<file path="config.mk">
export PLATFORM = sky130hd
export DESIGN_NAME = lab1_gate_sequencer_flat
export DESIGN_NICKNAME = d
export VERILOG_FILES = /design/src/rtl/lab1_pkg.sv /design/src/rtl/lab1_gate_sequencer_if.sv /design/src/rtl/lab1_gate_model.sv /design/src/rtl/lab1_gate_sequencer.sv /design/src/flat_wrapper.sv
export SDC_FILE = /design/constraint.sdc
export NUM_CORES = 1
export LEC_CHECK = 0
export BUFFER_PORTS_ARGS = -buffer_cell sky130_fd_sc_hd__buf_2
export CORE_ASPECT_RATIO = 2
export CORE_MARGIN = 5
export CORE_UTILIZATION = 25
export CTS_CLUSTER_DIAMETER = 200
export DETAILED_ROUTE_END_ITERATION = 10
export GPL_ROUTABILITY_DRIVEN = 0
export GPL_TIMING_DRIVEN = 1
export PLACE_DENSITY = 0.53
export SLEW_MARGIN = 20
export SYNTH_ARGS = -nofsm -noshare
export SYNTH_HDL_FRONTEND = slang
export SYNTH_SLANG_ARGS = --single-unit
</file>
<file path="constraint.sdc">
create_clock -name clk -period 3.68 [get_ports clk]
set_input_delay 0 -clock clk [delete_from_list [all_inputs] [get_ports clk]]
set_output_delay 0 -clock clk [all_outputs]
set_load 0.02 [all_outputs]
</file>
<file path="src/rtl/lab1_pkg.sv">
`default_nettype none
// ============================================================================
//  Package     : lab1_pkg
//  Description : Shared FSM encoding, sweep size and result-vector bit map
//                for the Lab1 gate self-test sequencer.
//  Revision    : 1.0  initial release
// ============================================================================
package lab1_pkg;

   localparam int NUM_VEC = 8;
   localparam int RES_W   = 5;

   // Bit positions in the 5-bit result vector {not_a,nor,nand,or,and}
   localparam int RES_AND   = 0;
   localparam int RES_OR    = 1;
   localparam int RES_NAND  = 2;
   localparam int RES_NOR   = 3;
   localparam int RES_NOT_A = 4;

   typedef enum logic [1:0] {
      IDLE   = 2'd0,
      DRIVE  = 2'd1,
      SAMPLE = 2'd2,
      DONE   = 2'd3
   } state_t;

endpackage : lab1_pkg
`default_nettype wire

</file>
<file path="src/rtl/lab1_gate_sequencer_if.sv">
`default_nettype none
// ============================================================================
//  Interface   : lab1_gate_sequencer_if
//  Description : Link between the sequencer and the gate block under test.
//  Revision    : 1.0  initial release
// ============================================================================
interface lab1_gate_sequencer_if;

   logic gate_a;
   logic gate_b;
   logic gate_c;
   logic and_in;
   logic or_in;
   logic nand_in;
   logic nor_in;
   logic not_a_in;

   // master = sequencer, slave = gate block
   modport master (
      output gate_a, gate_b, gate_c,
      input  and_in, or_in, nand_in, nor_in, not_a_in
   );

   modport slave (
      input  gate_a, gate_b, gate_c,
      output and_in, or_in, nand_in, nor_in, not_a_in
   );

endinterface : lab1_gate_sequencer_if
`default_nettype wire

</file>
<file path="src/rtl/lab1_gate_model.sv">
`default_nettype none
// ============================================================================
//  Module      : lab1_gate_model
//  Description : Combinational golden model of the Lab1 gate block.
//  Revision    : 1.0  initial release
// ============================================================================
module lab1_gate_model
   import lab1_pkg::*;
(
   input  wire logic             a,
   input  wire logic             b,
   input  wire logic             c,
   output      logic [RES_W-1:0] expected
);

   always_comb begin
      expected            = '0;
      expected[RES_AND]   = a & b & c;
      expected[RES_OR]    = a | b | c;
      expected[RES_NAND]  = ~(a & b & c);
      expected[RES_NOR]   = ~(a | b | c);
      expected[RES_NOT_A] = ~a;
   end

endmodule : lab1_gate_model
`default_nettype wire

</file>
<file path="src/rtl/lab1_gate_sequencer.sv">
`default_nettype none
// ============================================================================
//  Module      : lab1_gate_sequencer
//  Description : Sweeps all 8 {a,b,c} vectors into the gate block, compares
//                the sampled outputs with a golden model, reports results.
//  Revision    : 1.0  initial release
// ============================================================================
module lab1_gate_sequencer
   import lab1_pkg::*;
#(
   parameter int         SETTLE_CYCLES = 2,
   parameter logic [4:0] CHECK_MASK    = 5'h1F
) (
   input  wire logic            clk,
   input  wire logic            rst_n,
   input  wire logic            start,
   input  wire logic            abort,
   lab1_gate_sequencer_if.master gate,
   output      logic            busy,
   output      logic            done,
   output      logic            pass,
   output      logic [3:0]      err_count,
   output      logic [2:0]      fail_vec,
   output      logic            fail_valid
);

   state_t           r_state;
   state_t           w_nextState;
   logic [2:0]       r_vec;
   logic [3:0]       r_settle;
   logic             r_done;
   logic             r_pass;
   logic [3:0]       r_errCount;
   logic [2:0]       r_failVec;
   logic             r_failValid;

   logic             w_busy;
   logic             w_accept;
   logic             w_abortSweep;
   logic             w_settleDone;
   logic             w_lastVec;
   logic             w_mismatch;
   logic [3:0]       w_errNext;
   logic [RES_W-1:0] w_expected;
   logic [RES_W-1:0] w_observed;

   lab1_gate_model u_model (
      .a        (r_vec[2]),
      .b        (r_vec[1]),
      .c        (r_vec[0]),
      .expected (w_expected)
   );

   always_comb begin
      w_observed            = '0;
      w_observed[RES_AND]   = gate.and_in;
      w_observed[RES_OR]    = gate.or_in;
      w_observed[RES_NAND]  = gate.nand_in;
      w_observed[RES_NOR]   = gate.nor_in;
      w_observed[RES_NOT_A] = gate.not_a_in;
   end

   assign w_busy       = (r_state == DRIVE) || (r_state == SAMPLE);
   assign w_accept     = !w_busy && start && !abort;
   assign w_abortSweep = w_busy && abort;
   assign w_settleDone = (r_settle == 4'(SETTLE_CYCLES - 1));
   assign w_lastVec    = (r_vec == 3'(NUM_VEC - 1));
   assign w_mismatch   = |((w_observed ^ w_expected) & CHECK_MASK);
   assign w_errNext    = r_errCount + {3'd0, w_mismatch};

   always_ff @(posedge clk or negedge rst_n) begin
      if (!rst_n) begin
         r_state <= IDLE;
      end else begin
         r_state <= w_nextState;
      end
   end

   always_comb begin
      w_nextState = r_state;
      case (r_state)
         IDLE:    if (w_accept) w_nextState = DRIVE;
         DRIVE: begin
            if (abort)             w_nextState = IDLE;
            else if (w_settleDone) w_nextState = SAMPLE;
         end
         SAMPLE: begin
            if (abort)          w_nextState = IDLE;
            else if (w_lastVec) w_nextState = DONE;
            else                w_nextState = DRIVE;
         end
         DONE:    if (w_accept) w_nextState = DRIVE;
         default: w_nextState = IDLE;
      endcase
   end

   // A new sweep and an abort both wipe every result register.
   always_ff @(posedge clk or negedge rst_n) begin
      if (!rst_n) begin
         r_vec       <= '0;
         r_settle    <= '0;
         r_done      <= 1'b0;
         r_pass      <= 1'b0;
         r_errCount  <= '0;
         r_failVec   <= '0;
         r_failValid <= 1'b0;
      end else if (w_accept || w_abortSweep) begin
         r_vec       <= '0;
         r_settle    <= '0;
         r_done      <= 1'b0;
         r_pass      <= 1'b0;
         r_errCount  <= '0;
         r_failVec   <= '0;
         r_failValid <= 1'b0;
      end else if (r_state == DRIVE) begin
         r_settle <= r_settle + 4'd1;
      end else if (r_state == SAMPLE) begin
         r_errCount <= w_errNext;
         if (w_mismatch && !r_failValid) begin
            r_failVec   <= r_vec;
            r_failValid <= 1'b1;
         end
         if (w_lastVec) begin
            r_done <= 1'b1;
            r_pass <= (w_errNext == 4'd0);
            r_vec  <= '0;
         end else begin
            r_vec <= r_vec + 3'd1;
         end
         r_settle <= '0;
      end
   end

   assign gate.gate_a = w_busy & r_vec[2];
   assign gate.gate_b = w_busy & r_vec[1];
   assign gate.gate_c = w_busy & r_vec[0];

   assign busy       = w_busy;
   assign done       = r_done;
   assign pass       = r_pass;
   assign err_count  = r_errCount;
   assign fail_vec   = r_failVec;
   assign fail_valid = r_failValid;

endmodule : lab1_gate_sequencer
`default_nettype wire

</file>
<file path="src/flat_wrapper.sv">
// flat-port wrapper written by rule: the top's interface ports become plain ports
module lab1_gate_sequencer_flat import lab1_pkg::*;
#(
   parameter int         SETTLE_CYCLES = 2,
   parameter logic [4:0] CHECK_MASK    = 5'h1F
)
  (clk, rst_n, start, abort, busy, done, pass, err_count, fail_vec, fail_valid, gate_gate_a, gate_gate_b, gate_gate_c, gate_and_in, gate_or_in, gate_nand_in, gate_nor_in, gate_not_a_in);
  lab1_gate_sequencer_if gate_i ();
  input  wire logic clk;
  input  wire logic rst_n;
  input  wire logic start;
  input  wire logic abort;
  output      logic busy;
  output      logic done;
  output      logic pass;
  output      logic [3:0] err_count;
  output      logic [2:0] fail_vec;
  output      logic fail_valid;
  output wire logic [$bits(gate_i.gate_a)-1:0] gate_gate_a;
  output wire logic [$bits(gate_i.gate_b)-1:0] gate_gate_b;
  output wire logic [$bits(gate_i.gate_c)-1:0] gate_gate_c;
  input wire logic [$bits(gate_i.and_in)-1:0] gate_and_in;
  input wire logic [$bits(gate_i.or_in)-1:0] gate_or_in;
  input wire logic [$bits(gate_i.nand_in)-1:0] gate_nand_in;
  input wire logic [$bits(gate_i.nor_in)-1:0] gate_nor_in;
  input wire logic [$bits(gate_i.not_a_in)-1:0] gate_not_a_in;
  assign gate_gate_a = gate_i.gate_a;
  assign gate_gate_b = gate_i.gate_b;
  assign gate_gate_c = gate_i.gate_c;
  assign gate_i.and_in = gate_and_in;
  assign gate_i.or_in = gate_or_in;
  assign gate_i.nand_in = gate_nand_in;
  assign gate_i.nor_in = gate_nor_in;
  assign gate_i.not_a_in = gate_not_a_in;
  lab1_gate_sequencer #(.SETTLE_CYCLES(SETTLE_CYCLES), .CHECK_MASK(CHECK_MASK)) u_core (.clk(clk), .rst_n(rst_n), .start(start), .abort(abort), .gate(gate_i), .busy(busy), .done(done), .pass(pass), .err_count(err_count), .fail_vec(fail_vec), .fail_valid(fail_valid));
endmodule
</file>
==> results of run 1 <==
## how the worst max path moves through the flow
stage,start,end,slack [ns],depth (start not counted)
3_3_place_gp,u_core.r_vec[1],u_core.pass,1.29,7
6_report,u_core.r_vec[1],u_core.pass,1.22,7
3_5_place_dp,u_core.r_vec[1],u_core.pass,1.21,7
5_1_grt,u_core.r_vec[0],u_core.pass,1.06,9
2_1_floorplan,u_core.r_vec[1],u_core.pass,1.39,7
4_1_cts,u_core.r_vec[1],u_core.pass,1.21,7
## cells in the final DEF, fill, tap and decap left out, types with 2 or more instances in the layout
master / instances
sky130_fd_sc_hd__buf_2: 22
sky130_fd_sc_hd__nand2_1: 20
sky130_fd_sc_hd__dfrtp_1: 19
sky130_fd_sc_hd__nor2_1: 14
sky130_fd_sc_hd__a21oi_1: 11
sky130_fd_sc_hd__ha_1: 8
sky130_fd_sc_hd__inv_1: 6
sky130_fd_sc_hd__nand2b_1: 4
sky130_fd_sc_hd__nand3_1: 4
sky130_fd_sc_hd__mux2i_1: 4
sky130_fd_sc_hd__nor2b_1: 3
sky130_fd_sc_hd__nor3_1: 3
sky130_fd_sc_hd__clkbuf_8: 3
sky130_fd_sc_hd__o21a_1: 2
sky130_fd_sc_hd__a31oi_1: 2
sky130_fd_sc_hd__xor2_1: 2
sky130_fd_sc_hd__mux2_1: 2
## critical path, stage by stage, from the launching register on
cell and delay (ns):
sky130_fd_sc_hd__dfrtp_1 0.45, sky130_fd_sc_hd__or3b_1 0.40, sky130_fd_sc_hd__a41o_1 0.29, sky130_fd_sc_hd__nand3_1 0.10
sky130_fd_sc_hd__ha_1 0.22, sky130_fd_sc_hd__ha_1 0.26, sky130_fd_sc_hd__or4_1 0.53, sky130_fd_sc_hd__a21oi_1 0.13
## what timing repair did
action | CTS | global route
hold endpoints to repair | 19 | 0
hold buffers | 1 | 0
buffers inserted | 0 | 0
## power groups by stage
stage,registers [mW],clock network [mW],logic [mW]
after floorplan,0.304,0,0.307
after global placement,0.294,0,0.413
after detailed placement,0.298,0,0.426
after CTS,0.294,0.154,0.429
after global routing,0.300,0.165,0.483
final,0.293,0.146,0.426
## kinds of logic (layout without fill, tap and decap cells)
family,after synthesis,in the layout,synth area share [%]
buffers and inverters,11,34,3.73
AOI/OAI and AO/OA,23,23,14.7
and+or+nand+nor,53,53,21.4
muxes,8,8,7.35
adders and majority gates,8,8,8.78
xor gates and xnor gates,3,3,2.31
DFF,19,19,41.7
## routing by layer
metal / wire length [microns] / global-route usage, % / vias to the layer above
met5: 0 / 0 / -
met4: 44 / 4.48 / 0
met3: 159 / 2.33 / 4
met2: 1400 / 16.0 / 21
met1: 1020 / 10.0 / 455
li1: - / - / 476
## state kept, by name, indices dropped and copies added, names as in the netlist
| signal | flops |
|---|---|
| u_core.fail_valid | 1 |
| u_core.pass | 1 |
| u_core.fail_vec | 3 |
| u_core.done | 1 |
| u_core.r_state | 2 |
| u_core.err_count | 4 |
| u_core.r_settle | 4 |
| u_core.r_vec | 3 |
## layout make-up
class	count	area, sq um	share of cell area (%)
multi-input cells	95	626	46.0
flip-flops and latches	19	475	35.0
inverters	7	26.3	1.93
well taps	54	67.6	4.97
repair buffers	23	120	8.83
clock buffers	4	45.0	3.31
==> metrics.csv, run 1 <==
metric,value,unit
run_status,"complete, no violations",
final.hold.worst_slack,0.118,ns
nNetsFinal,166,
yosysTopAreaCell,sky130_fd_sc_hd__dfrtp_1,
wl_per_cell,13.0,microns
port-buffer-count,22,
library_cell_with_the_highest_instance_count_after_synthesis,sky130_fd_sc_hd__nand2_1,
die_y,105,microns
synthTopCellsByArea,"sky130_fd_sc_hd__dfrtp_1 (42%), sky130_fd_sc_hd__ha_1 (8.8%), sky130_fd_sc_hd__nand2_1 (6.6%), sky130_fd_sc_hd__a21oi_1 (4.8%), sky130_fd_sc_hd__nor2_1 (4.6%)",
drt_wl_total,2620,microns
syn_area,1140,sq um
min_period_over_period,66.9,%
fp-row-count,34,
start_util,26.0,%
worst-slew-pin-transition,0.758,ns
origin_of_the_worst_min_delay_path,abort,
grt_start_max_net_pins,20,
worst_ir_drop_vdd,0.278,mV
worst_skew_pair.late_latency,0.25,ns
wire_length_of_the_first_global_routing_pass,4380,microns
ys_async_sr_fraction,100,%
finalSetupViolations,0,
clock_tree.htree_level_count,1,
die_area,6090,sq um
regToRegStartpoint,u_core.r_vec[1],
critical_path_class,register to register,
rr_worst_depth,7,
report.power.total,865,uW
vias_in_the_first_global_route,989,
crit_arrival,2.64,ns
grt_antenna_before_repair,0,
net_count_of_the_mapped_netlist,142,
synth.ff_latch_count,19,
power.switching,384,uW
areaGrowthSynthToFinish,19.3,%
core_region_area,4380,sq um
worst_setup_hold_path_clk_slew,0.07,ns
max_slew_margin,48.4,%
internal_power,481,uW
ctsLongestPathBuffers,2,
placement.cell_area,1300,sq um
clockPowerShare,16.9,%
cap_viol_max_count,0,
setup_repair_after_global_routing_missed_its_margin,no,
number_of_cells_on_the_worst_hold_path,3,
floorplan.die.width,57.7,microns
cts_num_sinks,19,
timing.hold.worst_endpoint,u_core.r_state[1],
timing.critical_path.to_type,register,
timing.critical_path.required,3.86,ns
max_clk_rate,406,MHz
worstHoldPathType,input pin to register,
synth.cells.most_frequent,"sky130_fd_sc_hd__nand2_1 (20), sky130_fd_sc_hd__dfrtp_1 (19), sky130_fd_sc_hd__nor2_1 (14)",
ioPinCount,23,
setup_total_negative_slack,0,ns
tmin_final,2.46,ns
placed_cells_incl_taps,197,
synth-edff-count,0,
fin_cells,202,
post-route-drc-count,0,
power_density_relative_to_cell_area,636,nW/um^2
drt-pass1-iter-count,4,
routed-via-count,956,
timing.final.hold_violations,0,
numCtsBuffers,3,
power_switching_share,44.4,%
post_synth_num_cell_types,33,
post-route-util,31.0,%
ctsResizeCount,0,
crit-reg2reg-capture,u_core.pass,
antennaDiodeCount,0,
synth_area_per_cell,9.12,sq um
path_max_fanout,8,
report.final.slew_viol_count,0,
p_leak,0.647,nW
gr-usage-all-layers,9.20,%
fin_worst_skew,0.00214,ns
yosysWarningCount,0,
dominant_register_cell_in_the_synthesized_netlist,sky130_fd_sc_hd__dfrtp_1,
power.sequential.fraction,33.9,%
clk_root_buffer_cell,sky130_fd_sc_hd__clkbuf_8,
grt-ovfl-total,0,
dp_hpwl,2000,microns
final_layout_size_suffix_gt1_share,20.3,%
synth_sequential_area_ratio,41.7,%
viasPerCell,4.73,
synth_largest_type_area_fraction,41.7,%
synthesis.instances,125,
filler_cell_count,466,
reg2reg_setup_slack,1.22,ns
design_area,1360,sq um
crit_path_launch_type,register,
antenna_violating_nets_post_route,0,
clock_tree_from_tritoncts,built,
pre_cts_ws,1.21,ns
setup_slack,1.22,ns
comb_power_share,49.2,%
first_iter_violations,21,
No activity file was read; power rests on OpenSTA's default activity.
==> inputs of run 2 (changes only) <==
--- a/config.mk
+++ b/config.mk
@@ -13,7 +13,7 @@
 export DETAILED_ROUTE_END_ITERATION = 10
 export GPL_ROUTABILITY_DRIVEN = 0
 export GPL_TIMING_DRIVEN = 1
-export PLACE_DENSITY = 0.53
+export PLACE_DENSITY = 0.54
 export SLEW_MARGIN = 20
 export SYNTH_ARGS = -nofsm -noshare
 export SYNTH_HDL_FRONTEND = slang
==> constraint.sdc (replaced) <==
create_clock -name clk -period 2.2 [get_ports clk]
set_input_delay 0 -clock clk [delete_from_list [all_inputs] [get_ports clk]]
set_output_delay 0 -clock clk [all_outputs]
set_load 0.02 [all_outputs]
==> run 2 against run 1 <==
Against the previous run: sequential cell count did not move; fmax rose by 12%; critical path depth did not move; first-iteration DRC count fell by 52%; wire length rose by 8.6%; total power rose by 86%; core utilization rose by 3.3 points; non-clock buffer count rose by 14; combinational power rose by 110%; sequential share of layout area fell by 3.4 points.
==> metrics.csv, run 2 (synthesis gave the netlist of run 1 again) <==
metric,value,unit,change
port-buffer-count,22,,unchanged
grt_antenna_before_repair,0,,unchanged
fp-row-count,34,,unchanged
mostFrequentLayoutCell,sky130_fd_sc_hd__buf_2,,
area_of_the_multi_input_gates,666,sq um,+6.4%
clock_tree.htree_level_count,1,,unchanged
met1_routed_wirelength_after_detailed_routing,1000,microns,-1.1%
grt_start_max_net_pins,20,,unchanged
vias_in_the_first_global_route,1102,,+11%
wl_per_cell,13.2,microns,+1.6%
ctsLongestPathBuffers,2,,unchanged
cts_num_sinks,19,,unchanged
dr_wl_met3,111,microns,-30%
drt_wl_total,2840,microns,+8.6%
core_region_area,4380,sq um,unchanged
timing.critical_path.cells,or3b_1 > a41o_1 > nand3_2 > ha_4 > ha_4 > or4_1 > a21oi_1,,
path_max_fanout,5,,-3
start_util,26.0,%,unchanged
finalSetupViolations,0,,unchanged
timing.final.hold_violations,0,,unchanged
worstSetupStartpoint,u_core.r_vec[0],,
mostFrequentLayoutCells,"sky130_fd_sc_hd__buf_2 (22), sky130_fd_sc_hd__nand2_1 (20), sky130_fd_sc_hd__dfrtp_1 (19), sky130_fd_sc_hd__nor2_1 (14), sky130_fd_sc_hd__buf_4 (14)",,
antenna_violating_nets_post_route,0,,unchanged
highest_layer,met4,,
timing.critical_path.required,2.38,ns,-1.48 ns
fin_worst_skew,0.00902,ns,+0.00687 ns
nNetsFinal,180,,+8.4%
p_leak,0.718,nW,+11%
crit_path_launch_type,register,,
gr-usage-all-layers,10.1,%,+0.91 points
power_density_relative_to_cell_area,1070,nW/um^2,+68%
first_iter_violations,10,,-52%
fin_cells,216,,+6.9%
die_area,6090,sq um,unchanged
routed-via-count,1004,,+5.0%
critical_path.top_delay_family,simple AND/OR/NAND/NOR gates,,
setup_repair_after_global_routing_missed_its_margin,yes,,
timing.critical_path.to_type,register,,
post-route-drc-count,0,,unchanged
worst_setup_hold_path_clk_slew,0.08,ns,about the same
seq_area,475,sq um,unchanged
worstHoldPathType,input pin to register,,
regToRegStartpoint,u_core.r_vec[0],,
final_layout_size_suffix_gt1_share,30.9,%,+11 points
worst_ir_drop_vdd,0.329,mV,+19%
max_clk_rate,455,MHz,+12%
post-route-util,34.4,%,+3.3 points
endpoint,u_core.pass,,
wire_length_of_the_first_global_routing_pass,4890,microns,+12%
crit-reg2reg-capture,u_core.pass,,
clock_tree_from_tritoncts,built,,
placed_cells_incl_taps,209,,+6.1%
wl_met2,1690,microns,+21%
slowest_stage,sky130_fd_sc_hd__or4_1,,
worst-path-stages,7,,unchanged
min_period_over_period,99.8,%,+33 points
timing.critical_path.buf_inv,0,,unchanged
worst-slew-pin-transition,0.445,ns,-0.314 ns
cp_slowest_stage_delay,0.50,ns,-0.03 ns
final.hold.worst_slack,0.120,ns,+0.00224 ns
grt-ovfl-total,0,,unchanged
die_y,105,microns,unchanged
areaGrowthSynthToFinish,32.2,%,
rr_worst_depth,7,,unchanged
setup_total_negative_slack,0,ns,unchanged
crit_arrival,2.37,ns,-0.27 ns
cp_common_cell,sky130_fd_sc_hd__ha_4,,
report.final.slew_viol_count,0,,unchanged
critical_path_class,register to register,,
cap_viol_max_count,0,,unchanged
clk_root_buffer_cell,sky130_fd_sc_hd__clkbuf_8,,
filler_cell_count,461,,-1.1%
placement.cell_area,1430,sq um,+9.5%
antennaDiodeCount,0,,unchanged
reg2reg_setup_slack,0.004,ns,-1.21 ns
run_status,"complete, no violations",,
design_area,1510,sq um,+11%
ioPinCount,23,,unchanged
numCtsBuffers,3,,unchanged
viasPerCell,4.65,,-1.8%
max_slew_margin,70.4,%,+22 points
floorplan.die.width,57.7,microns,unchanged
worst_skew_pair.late_latency,0.25,ns,about the same
drt-pass1-iter-count,4,,unchanged
tmin_final,2.20,ns,-0.266 ns
dp_hpwl,2300,microns,+15%
## run 2: worst reg2reg max path, cell delays in order, from the launching register on
cell and delay, ns:
sky130_fd_sc_hd__dfrtp_1 0.43, sky130_fd_sc_hd__or3b_1 0.38, sky130_fd_sc_hd__a41o_1 0.21, sky130_fd_sc_hd__nand3_2 0.09
sky130_fd_sc_hd__ha_4 0.16, sky130_fd_sc_hd__ha_4 0.20, sky130_fd_sc_hd__or4_1 0.50, sky130_fd_sc_hd__a21oi_1 0.15
## run 2: area by class of cell
cell class	count	area share [%]
well taps	54	4.49
multi-input cells	95	44.2
flip-flops and latches	19	31.6
inverters	7	1.74
clock buffers	3	2.74
clock inverters	1	0.332
repair buffers	37	15.0
## run 2: power by group
part	switching (mW)	leakage [nW]	internal, mW
combinational	0.504	0.432	0.378
clock	0.115	0.0255	0.126
sequential	0.0703	0.260	0.416
## run 2: metal layers
metal | GRT usage, % | vias to the layer above
met3 | 1.71 | 2
li1 | - | 502
met5 | 0 | -
met1 | 9.86 | 484
met2 | 19.8 | 16
met4 | 3.98 | 0
## run 2: what timing repair did
action                     in CTS  in global routing
hold endpoints to repair       19                  0
setup endpoints to repair       1                  1
pin swaps                       1                  0
gates resized for setup         0                  2
hold buffers                    1                  0
buffers inserted                1                  1
## run 2: how the worst min path moves through the flow
stage,startpoint,end,cells past startpoint
finish,abort,u_core.r_state[1],3
global route,abort,u_core.r_state[1],3
CTS,abort,u_core.r_state[1],3
detailed placement,rst_n,u_core.r_settle[3],1
global placement,rst_n,u_core.r_settle[3],1
floorplan,rst_n,u_core.done,0
## run 2: stage by stage
step           total power [mW]  worst slack [ns]
6_report                   1.61           0.00387
3_3_place_gp               1.33            0.0349
3_5_place_dp               1.37          -0.00639
4_1_cts                    1.62            0.0137
2_1_floorplan              1.05          -0.00685
5_1_grt                    1.75           -0.0901
==> inputs of run 3 (changes only) <==
--- a/config.mk
+++ b/config.mk
@@ -6,14 +6,17 @@
 export NUM_CORES = 1
 export LEC_CHECK = 0
 export BUFFER_PORTS_ARGS = -buffer_cell sky130_fd_sc_hd__buf_2
+export CELL_PAD_IN_SITES_DETAIL_PLACEMENT = 0
+export CELL_PAD_IN_SITES_GLOBAL_PLACEMENT = 2
 export CORE_ASPECT_RATIO = 2
 export CORE_MARGIN = 5
 export CORE_UTILIZATION = 25
 export CTS_CLUSTER_DIAMETER = 200
+export CTS_CLUSTER_SIZE = 10
 export DETAILED_ROUTE_END_ITERATION = 10
 export GPL_ROUTABILITY_DRIVEN = 0
 export GPL_TIMING_DRIVEN = 1
-export PLACE_DENSITY = 0.54
+export PLACE_DENSITY_LB_ADDON = 0.1
 export SLEW_MARGIN = 20
 export SYNTH_ARGS = -nofsm -noshare
 export SYNTH_HDL_FRONTEND = slang
==> run 3 against run 2 <==
Against the previous run: the flow now finishes with violations (negative setup slack); clock-buffer cell count stayed put; first-iteration DRC count up 50%; non-clock buffer count down 4; fmax decreased by 0.55%; critical path depth stayed put; combinational power fell by 2.6%; worst setup slack got worse by 0.012 ns; wire length is 7.2% higher; sequential share of layout area rose by 0.48 points; register-to-register slack about the same; worst hold slack lost 0.013 ns; core utilization decreased by 0.51 points; critical path type unchanged; largest power group unchanged; highest routed layer unchanged.
==> metrics.csv, run 3 (synthesis gave the netlist of run 1 again) <==
metric,value,unit,change
timing.final.hold_violations,0,,unchanged
gr-usage-all-layers,10.4,%,+0.27 points
grt-ovfl-total,0,,unchanged
mostFrequentLayoutCell,sky130_fd_sc_hd__buf_2,,
timing.critical_path.buf_inv,0,,unchanged
worst-slew-pin-transition,0.475,ns,+0.0308 ns
setup_slack,-0.00833,ns,-0.0122 ns
report.final.slew_viol_count,0,,unchanged
worstHoldPathType,input pin to register,,
vias_in_the_first_global_route,1042,,-5.4%
setup_repair_after_global_routing_missed_its_margin,yes,,
endpoint,u_core.pass,,
cap_viol_max_count,0,,unchanged
run_status,finished with violations,,
port-buffer-count,22,,unchanged
fin_cells,212,,-1.9%
regToRegStartpoint,u_core.r_vec[1],,
core_region_area,4380,sq um,unchanged
final_layout_size_suffix_gt1_share,30.4,%,-0.48 points
grt_start_max_net_pins,20,,unchanged
grt_antenna_before_repair,0,,unchanged
nNetsFinal,176,,-2.2%
antenna_violating_nets_post_route,0,,unchanged
routed-via-count,988,,-1.6%
start_util,26.0,%,unchanged
dp_hpwl,2370,microns,+3.4%
wl_per_cell,14.4,microns,+9.3%
placed_cells_incl_taps,207,,-0.96%
antennaDiodeCount,0,,unchanged
tmin_final,2.21,ns,+0.0122 ns
crit_arrival,2.41,ns,+0.04 ns
post-route-drc-count,0,,unchanged
postCtsSetupBuffers,0,,-1
mostFrequentLayoutCells,"sky130_fd_sc_hd__buf_2 (22), sky130_fd_sc_hd__nand2_1 (20), sky130_fd_sc_hd__dfrtp_1 (19), sky130_fd_sc_hd__nor2_1 (14)",,
crit-reg2reg-capture,u_core.pass,,
finalSetupViolations,1,,+1
numCtsBuffers,3,,unchanged
ctsLongestPathBuffers,2,,unchanged
critical_path.top_delay_family,simple AND/OR/NAND/NOR gates,,
clock_tree_from_tritoncts,built,,
first_iter_violations,15,,+5
viasPerCell,4.66,,+0.26%
crit_path_launch_type,register,,
floorplan.die.width,57.7,microns,unchanged
timing.critical_path.cells,or3b_1 > a41o_1 > nand3_2 > ha_4 > ha_4 > or4_4 > a21oi_2,,
die_y,105,microns,unchanged
drt-pass1-iter-count,3,,-1
path_max_fanout,5,,unchanged
cp_slowest_stage_delay,0.51,ns,about the same
power_density_relative_to_cell_area,1080,nW/um^2,+0.70%
critical_path_class,register to register,,
worstSetupStartpoint,u_core.r_vec[1],,
worst_setup_hold_path_clk_slew,0.08,ns,about the same
max_clk_rate,453,MHz,-0.55%
report.power.total,1.60,mW,-0.80%
timing.critical_path.required,2.40,ns,+0.02 ns
reg2reg_setup_slack,-0.008,ns,about the same
rr_worst_depth,7,,unchanged
cts_num_sinks,19,,unchanged
worst_skew_pair.late_latency,0.26,ns,about the same
clock_tree.htree_level_count,1,,unchanged
min_period_over_period,100,%,+0.55 points
worst_ir_drop_vdd,0.590,mV,+79%
fin_worst_skew,0.00653,ns,-0.00249 ns
drt_wl_total,3050,microns,+7.2%
slowest_stage,sky130_fd_sc_hd__or4_4,,
wire_length_of_the_first_global_routing_pass,4910,microns,+0.55%
violations,negative setup slack,,
fp-row-count,34,,unchanged
cp_common_cell,sky130_fd_sc_hd__ha_4,,
setup_total_negative_slack,-0.00833,ns,-0.00833 ns
ioPinCount,23,,unchanged
final.hold.worst_slack,0.107,ns,-0.0126 ns
p_leak,0.699,nW,-2.6%
areaGrowthSynthToFinish,30.2,%,
max_slew_margin,68.3,%,-2.1 points
timing.critical_path.to_type,register,,
worst-path-stages,7,,unchanged
die_area,6090,sq um,unchanged
clk_root_buffer_cell,sky130_fd_sc_hd__clkbuf_8,,
==> run 3: per-layer routing <==
metal | GRT usage (%) | part of all wire [%]
met5 | 0 | 0
met3 | 1.71 | 3.1
met4 | 4.31 | 1.6
met1 | 9.95 | 36
met2 | 20.5 | 59
==> run 3: worst min-delay path by stage <==
stage / startpoint / endpoint / cells past startpoint
detailed placement: rst_n / u_core.r_vec[0] / 1
floorplan: rst_n / u_core.done / 0
global placement: rst_n / u_core.r_state[0] / 1
finish: abort / u_core.r_state[1] / 3
global route: abort / u_core.r_state[1] / 3
CTS: abort / u_core.r_state[1] / 3
==> run 3: tightest hold or removal path: cells and delay by family <==
kind	cells	cell delay [ns]
AND/OR/NAND/NOR	1	0.09
multiplexers	1	0.13
buffers and inverters	1	0.11
==> run 3: repair_timing <==
| item | 4_1_cts | 5_1_grt |
|---|---|---|
| pin swaps | 5 | 2 |
| gates resized for setup | 1 | 4 |
| endpoints found under the hold margin | 19 | 0 |
| endpoints found under the setup margin | 1 | 1 |
| hold buffers | 1 | 0 |
==> run 3: report_power, final <==
part	internal, mW	total [mW]	leakage [nW]	switching, mW
Sequential	0.416	0.486	0.260	0.0699
Clock	0.126	0.252	0.0255	0.125
Combinational	0.354	0.859	0.413	0.505
Total	0.896	1.60	0.699	0.701
==> run 3: area by class of cell <==
type                       instances  area (sq um)
fill                             458          2900
inverter                           7          26.3
tap                               54          67.6
sequential                        19           475
clock buffer                       3          41.3
timing repair buffer              33           195
multi-input combinational         95           673
clock inverter                     1          5.00
==> run 3: metrics by stage <==
stage	util [%]	area [sq um]	setup slack, ns
floorplan	-	1170	-0.00685
global placement	32.2	1410	0.0153
detailed placement	32.2	1410	-0.0516
CTS	33.6	1470	-0.0236
global route	33.9	1480	-0.0778
finish	33.9	1480	-0.00833
